**config.mk**
```make
export PLATFORM = sky130hd
export DESIGN_NAME = sram_req_arbiter
export DESIGN_NICKNAME = d
export VERILOG_FILES = /design/src/rtl/sram_req_arbiter_pkg.sv /design/src/rtl/arb_order_fifo.sv /design/src/rtl/sram_req_arbiter.sv
export SDC_FILE = /design/constraint.sdc
export NUM_CORES = 1
export LEC_CHECK = 0
export ABC_AREA = 1
export CAP_MARGIN = 20
export CORE_AREA = 8 8 118 120
export DETAILED_ROUTE_END_ITERATION = 10
export DIE_AREA = 0 0 126 128
export PLACE_DENSITY = 0.75
export REMOVE_ABC_BUFFERS = 1
export SYNTH_ARGS = -nofsm -noshare
export SYNTH_HDL_FRONTEND = slang
export SYNTH_SLANG_ARGS = --single-unit
```
**constraint.sdc**
```tcl
create_clock -name clk -period 4.3 [get_ports clk]
set_input_delay 0.43 -clock clk [delete_from_list [all_inputs] [get_ports clk]]
set_output_delay 0.43 -clock clk [all_outputs]
set_load 0.01 [all_outputs]
```
**src/rtl/sram_req_arbiter_pkg.sv**
```systemverilog
// sram_req_arbiter_pkg: requester ids and default outstanding depth shared by the arbiter and its order FIFO.
package sram_req_arbiter_pkg;
    typedef logic arb_id_t;
    localparam arb_id_t ARB_ID_INST  = 1'b0;
    localparam arb_id_t ARB_ID_DATA  = 1'b1;
    localparam int      ARB_OT_DEPTH = 4;
endpackage

```
**src/rtl/arb_order_fifo.sv**
```systemverilog
// arb_order_fifo: in-order FIFO of granted requester ids, one entry per outstanding request.
module arb_order_fifo
    import sram_req_arbiter_pkg::*;
#(
    parameter int OT_DEPTH = ARB_OT_DEPTH
) (
    input  logic    clk,
    input  logic    resetn,
    input  logic    push,
    input  logic    pop,
    input  arb_id_t id_in,
    output arb_id_t head_id,
    output logic    full,
    output logic    empty
);
    localparam int PW = $clog2(OT_DEPTH);

    logic [OT_DEPTH-1:0] ids;
    logic [PW-1:0]       wptr, rptr;
    logic [PW:0]         count;
    logic                do_push, do_pop;

    assign do_push = push & ~full;
    assign do_pop  = pop & ~empty;
    assign full    = count == (PW+1)'(OT_DEPTH);
    assign empty   = count == '0;
    assign head_id = ids[rptr];

    // Pointers wrap naturally because OT_DEPTH is a power of two.
    always_ff @(posedge clk or negedge resetn) begin
        if (!resetn) begin
            ids   <= '0;
            wptr  <= '0;
            rptr  <= '0;
            count <= '0;
        end else begin
            if (do_push) begin
                ids[wptr] <= id_in;
                wptr      <= wptr + PW'(1);
            end
            if (do_pop) rptr <= rptr + PW'(1);
            count <= count + (PW+1)'(do_push) - (PW+1)'(do_pop);
        end
    end
endmodule

```
**src/rtl/sram_req_arbiter.sv**
```systemverilog
// sram_req_arbiter: shares one SRAM-like port between inst (id 0) and data (id 1) requesters.
// Define ARB_DATA_PRIORITY_EN for fixed data-over-inst priority on ties; otherwise round-robin.
module sram_req_arbiter
    import sram_req_arbiter_pkg::*;
#(
    parameter int OT_DEPTH = ARB_OT_DEPTH
) (
    input  logic        clk,
    input  logic        resetn,
    input  logic        inst_req,
    input  logic        inst_wr,
    input  logic [1:0]  inst_size,
    input  logic [3:0]  inst_wstrb,
    input  logic [31:0] inst_addr,
    input  logic [31:0] inst_wdata,
    output logic        inst_addr_ok,
    output logic        inst_data_ok,
    output logic [31:0] inst_rdata,
    input  logic        data_req,
    input  logic        data_wr,
    input  logic [1:0]  data_size,
    input  logic [3:0]  data_wstrb,
    input  logic [31:0] data_addr,
    input  logic [31:0] data_wdata,
    output logic        data_addr_ok,
    output logic        data_data_ok,
    output logic [31:0] data_rdata,
    output logic        mem_req,
    output logic        mem_wr,
    output logic [1:0]  mem_size,
    output logic [3:0]  mem_wstrb,
    output logic [31:0] mem_addr,
    output logic [31:0] mem_wdata,
    input  logic        mem_addr_ok,
    input  logic        mem_data_ok,
    input  logic [31:0] mem_rdata
);
    logic    lock, lock_hold, full, empty, hs, pop;
    arb_id_t lock_id, grant, tie_id, head_id;

`ifdef ARB_DATA_PRIORITY_EN
    assign tie_id = ARB_ID_DATA;
`else
    arb_id_t last_id;

    assign tie_id = ~last_id;

    always_ff @(posedge clk or negedge resetn) begin
        if (!resetn) last_id <= ARB_ID_DATA;
        else if (hs) last_id <= grant;
    end
`endif

    // A pending lock only holds while its owner keeps requesting.
    assign lock_hold = lock & (lock_id == ARB_ID_DATA ? data_req : inst_req);
    assign grant     = lock_hold ? lock_id :
                       (inst_req & data_req) ? tie_id :
                       data_req ? ARB_ID_DATA : ARB_ID_INST;

    assign mem_req      = (inst_req | data_req) & ~full & resetn;
    assign hs           = mem_req & mem_addr_ok;
    assign inst_addr_ok = hs & (grant == ARB_ID_INST);
    assign data_addr_ok = hs & (grant == ARB_ID_DATA);

    assign mem_wr    = grant == ARB_ID_DATA ? data_wr    : inst_wr;
    assign mem_size  = grant == ARB_ID_DATA ? data_size  : inst_size;
    assign mem_wstrb = grant == ARB_ID_DATA ? data_wstrb : inst_wstrb;
    assign mem_addr  = grant == ARB_ID_DATA ? data_addr  : inst_addr;
    assign mem_wdata = grant == ARB_ID_DATA ? data_wdata : inst_wdata;

    assign pop          = mem_data_ok & ~empty & resetn;
    assign inst_data_ok = pop & (head_id == ARB_ID_INST);
    assign data_data_ok = pop & (head_id == ARB_ID_DATA);
    assign inst_rdata   = mem_rdata;
    assign data_rdata   = mem_rdata;

    always_ff @(posedge clk or negedge resetn) begin
        if (!resetn) begin
            lock    <= 1'b0;
            lock_id <= ARB_ID_INST;
        end else begin
            lock    <= mem_req & ~mem_addr_ok;
            lock_id <= grant;
        end
    end

    arb_order_fifo #(.OT_DEPTH(OT_DEPTH)) u_fifo (
        .clk     (clk),
        .resetn  (resetn),
        .push    (hs),
        .pop     (pop),
        .id_in   (grant),
        .head_id (head_id),
        .full    (full),
        .empty   (empty)
    );
endmodule

```
==> impl_metrics.toml <==
[route]
wl_per_cell_um = 17.1
finalWirelength_mm = 11.8
route.detailed.drc = 0
firstDrtPassIters = 4
drt.antenna.violating_nets = 0
dr_total_vias = 2743
via_per_inst = 3.99
drt_iter0_markers = 132

[worst_hold_path]
hold_class = "in2async"

[clock_network]
cts_resized = 0
path_clk_slew_ps = 50
cts_buffer_depth = 2
tritoncts = "done"
root_buffer = "clkbuf_16"
cts.sinks = 14
cts_hold_buf = 0
cts_inserted_buffers = 3
worstSkewPairLatency_ps = 250
post-cts-setup-buffers = 0
cts_max_level = 1

[setup_path]
cp_top_family = "buffers and inverters"
cp_max_fo = 73
cp_num_buf_inv = 3
max_stage_delay_ps = 570
cp.arrival_ps = 2520
slowest_stage = "buf_4"
cp-start-kind = "input port"
worstSetupEndpointType = "primary output"
cp.required_ps = 3870
critPathKind = "in2out"
cp_cell_sequence = "clkdlybuf4s50_1 -> nand3_1 -> nand2_2 -> buf_4 -> nand2_1 -> nand2_1 -> clkdlybuf4s50_1"

[synth]
synth_area_mm2 = 0.00225
synth_cell_types = 23
ys.flop_type = "dfrtp_1"
ys_seq_area_frac = 0.156
yosysMostFrequentCell = "nand2_1"
netlist_top_cells_count = "224 x nand2_1, 66 x buf_4, 17 x inv_1"
synth_edf_count = 0
synth-seq-cells = 14
synth.area.top_cells = "nand2_1 37%, buf_4 22%, dfrtp_1 14%, buf_6 4.5%, ha_1 3.3%"
synth_cells = 387
yosys.area.top_type = "nand2_1"
ys_warn_count = 0
synth_top_area_frac = 0.374
synth-async-reset-ratio = 1.00
synth.avg_cell_area_um2 = 5.81

[pwr]
p_per_area_mw_per_mm2 = 298
p_leak_nw = 1.98
peakVddDrop_uv = 142
power_mw = 1.24

[sta]
clock_skew_ps = 1.83
worst_pin_slew_ps = 748
setup_violations = 0
slew_headroom = 0.501
fin_crit_sh = 0.687
maxSlewViolCount = 0
hold_violations = 0
grt_setup_unrepaired = "no"
final.min_clock_period_ps = 2950
fin_setup_tns_ps = 0
fmax_ghz = 0.338

[floorplanning]
num_io_pins = 320
die_x_um = 126
fp-row-count = 41
core_mm2 = 0.0122
initial_utilization = 0.184
die_h_um = 128
die-area_mm2 = 0.0161

[finish]
nNetsFinal = 725
areaGrowthSynthToFinish_pct = 85.0
fin_util = 0.341
drive_gt1_frac = 0.0428
n_antenna_cell = 0

[global_route]
grt_pass1_vias = 2854
grt_pass1_wl_mm = 16.8
globalRouteOverflowTotal = 0
grt_max_degree = 74
grt.total_usage = 0.136
antenna_found_initial = 0

[placement]
dpl.hpwl_mm = 9.93
place_congestion = 0.918
place.port_buffers = 223

[status]
run_status = "finished, final reports clean"

[flow_run]
cap_violations = 0
[worst register-to-register path, delay by kind of cell (launching register included)]
| kind | cells | cell delay [ps] |
|---|---|---|
| adders and majority gates | 3 | 780 |
| and+or+nand+nor | 3 | 400 |
| xor gates and xnor gates | 1 | 130 |
| buffers and inverters | 3 | 170 |
| DFF | 1 | 410 |
[routing by layer]
metal / routed length [um] / up-vias / global-route usage / part of all wire
li1: - / 1385 / - / -
met1: 4830 / 1153 / 0.159 / 0.41
met2: 5130 / 190 / 0.197 / 0.44
met3: 1650 / 12 / 0.0969 / 0.14
met4: 89 / 3 / 0.0205 / 0.0076
met5: 60 / - / 0.0358 / 0.0051
[cell type report]
cell class	count	area, um^2
tap	150	188
fill	1308	8050
clock buffer	4	88.8
timing repair buffer	226	2270
multi-input combinational	274	1190
inverter	19	71.3
sequential	14	352
[stage by stage]
step / instances / worst slack [ps] / cell area [um^2] / hold WS (ps)
finish: 687 / 1350 / 4160 / 480
global route: 687 / 1170 / 4160 / 513
CTS: 687 / 1290 / 4160 / 482
detailed placement: 683 / 1300 / 4070 / 469
global placement: 683 / 1330 / 4070 / 461
floorplan: 307 / 1590 / 1620 / 134
[placed cells by master (no fill, tap or decap), types with 2 or more instances in the layout]
cell and instances:
nor2_1 12, inv_2 2, ha_1 6, buf_4 2, nand2_2 11, nand4_1 4, nand2_1 224, inv_1 17
clkbuf_16 3, nand3_1 2, xnor2_1 3, xor2_1 2, dfrtp_1 13, o21ai_0 4, clkdlybuf4s50_1 223
[final timing paths]
path                                 start               to  slack [ps]  cells after the start
setup / recovery                  inst_req    mem_wdata[12]        1350                      7
min in group clk             u_fifo.ids[3]    u_fifo.ids[3]         490                      2
max in group asynchronous           resetn   u_fifo.rptr[1]        3380                      2
hold reg to reg              u_fifo.ids[3]    u_fifo.ids[3]         490                      2
hold / removal                      resetn  u_fifo.count[2]         480                      1
setup reg to reg           u_fifo.count[1]  u_fifo.count[2]        2280                     10
[power by group]
part / internal [mW] / total (mW) / switching (mW)
Sequential: 0.194 / 0.238 / 0.0443
Clock: 0.141 / 0.197 / 0.0556
Combinational: 0.437 / 0.804 / 0.367
[kinds of logic (layout without fill, tap and decap cells)]
logic type	count (synthesis)	in the layout	synth area share
AOI/OAI and AO/OA	7	7	0.0167
xor gates and xnor gates	5	5	0.0195
adders and majority gates	7	7	0.0423
buffers and inverters	99	249	0.313
DFF	14	14	0.156
and+or+nand+nor	255	255	0.453
[registers in the layout, summed over array words and instances (netlist names)]
| signal | cells |
|---|---|
| last_id | 1 |
| lock | 1 |
| lock_id | 1 |
| u_fifo.count | 3 |
| u_fifo.ids | 4 |
| u_fifo.rptr | 2 |
| u_fifo.wptr | 2 |
Note: power is estimated with default switching activity, not from simulation.
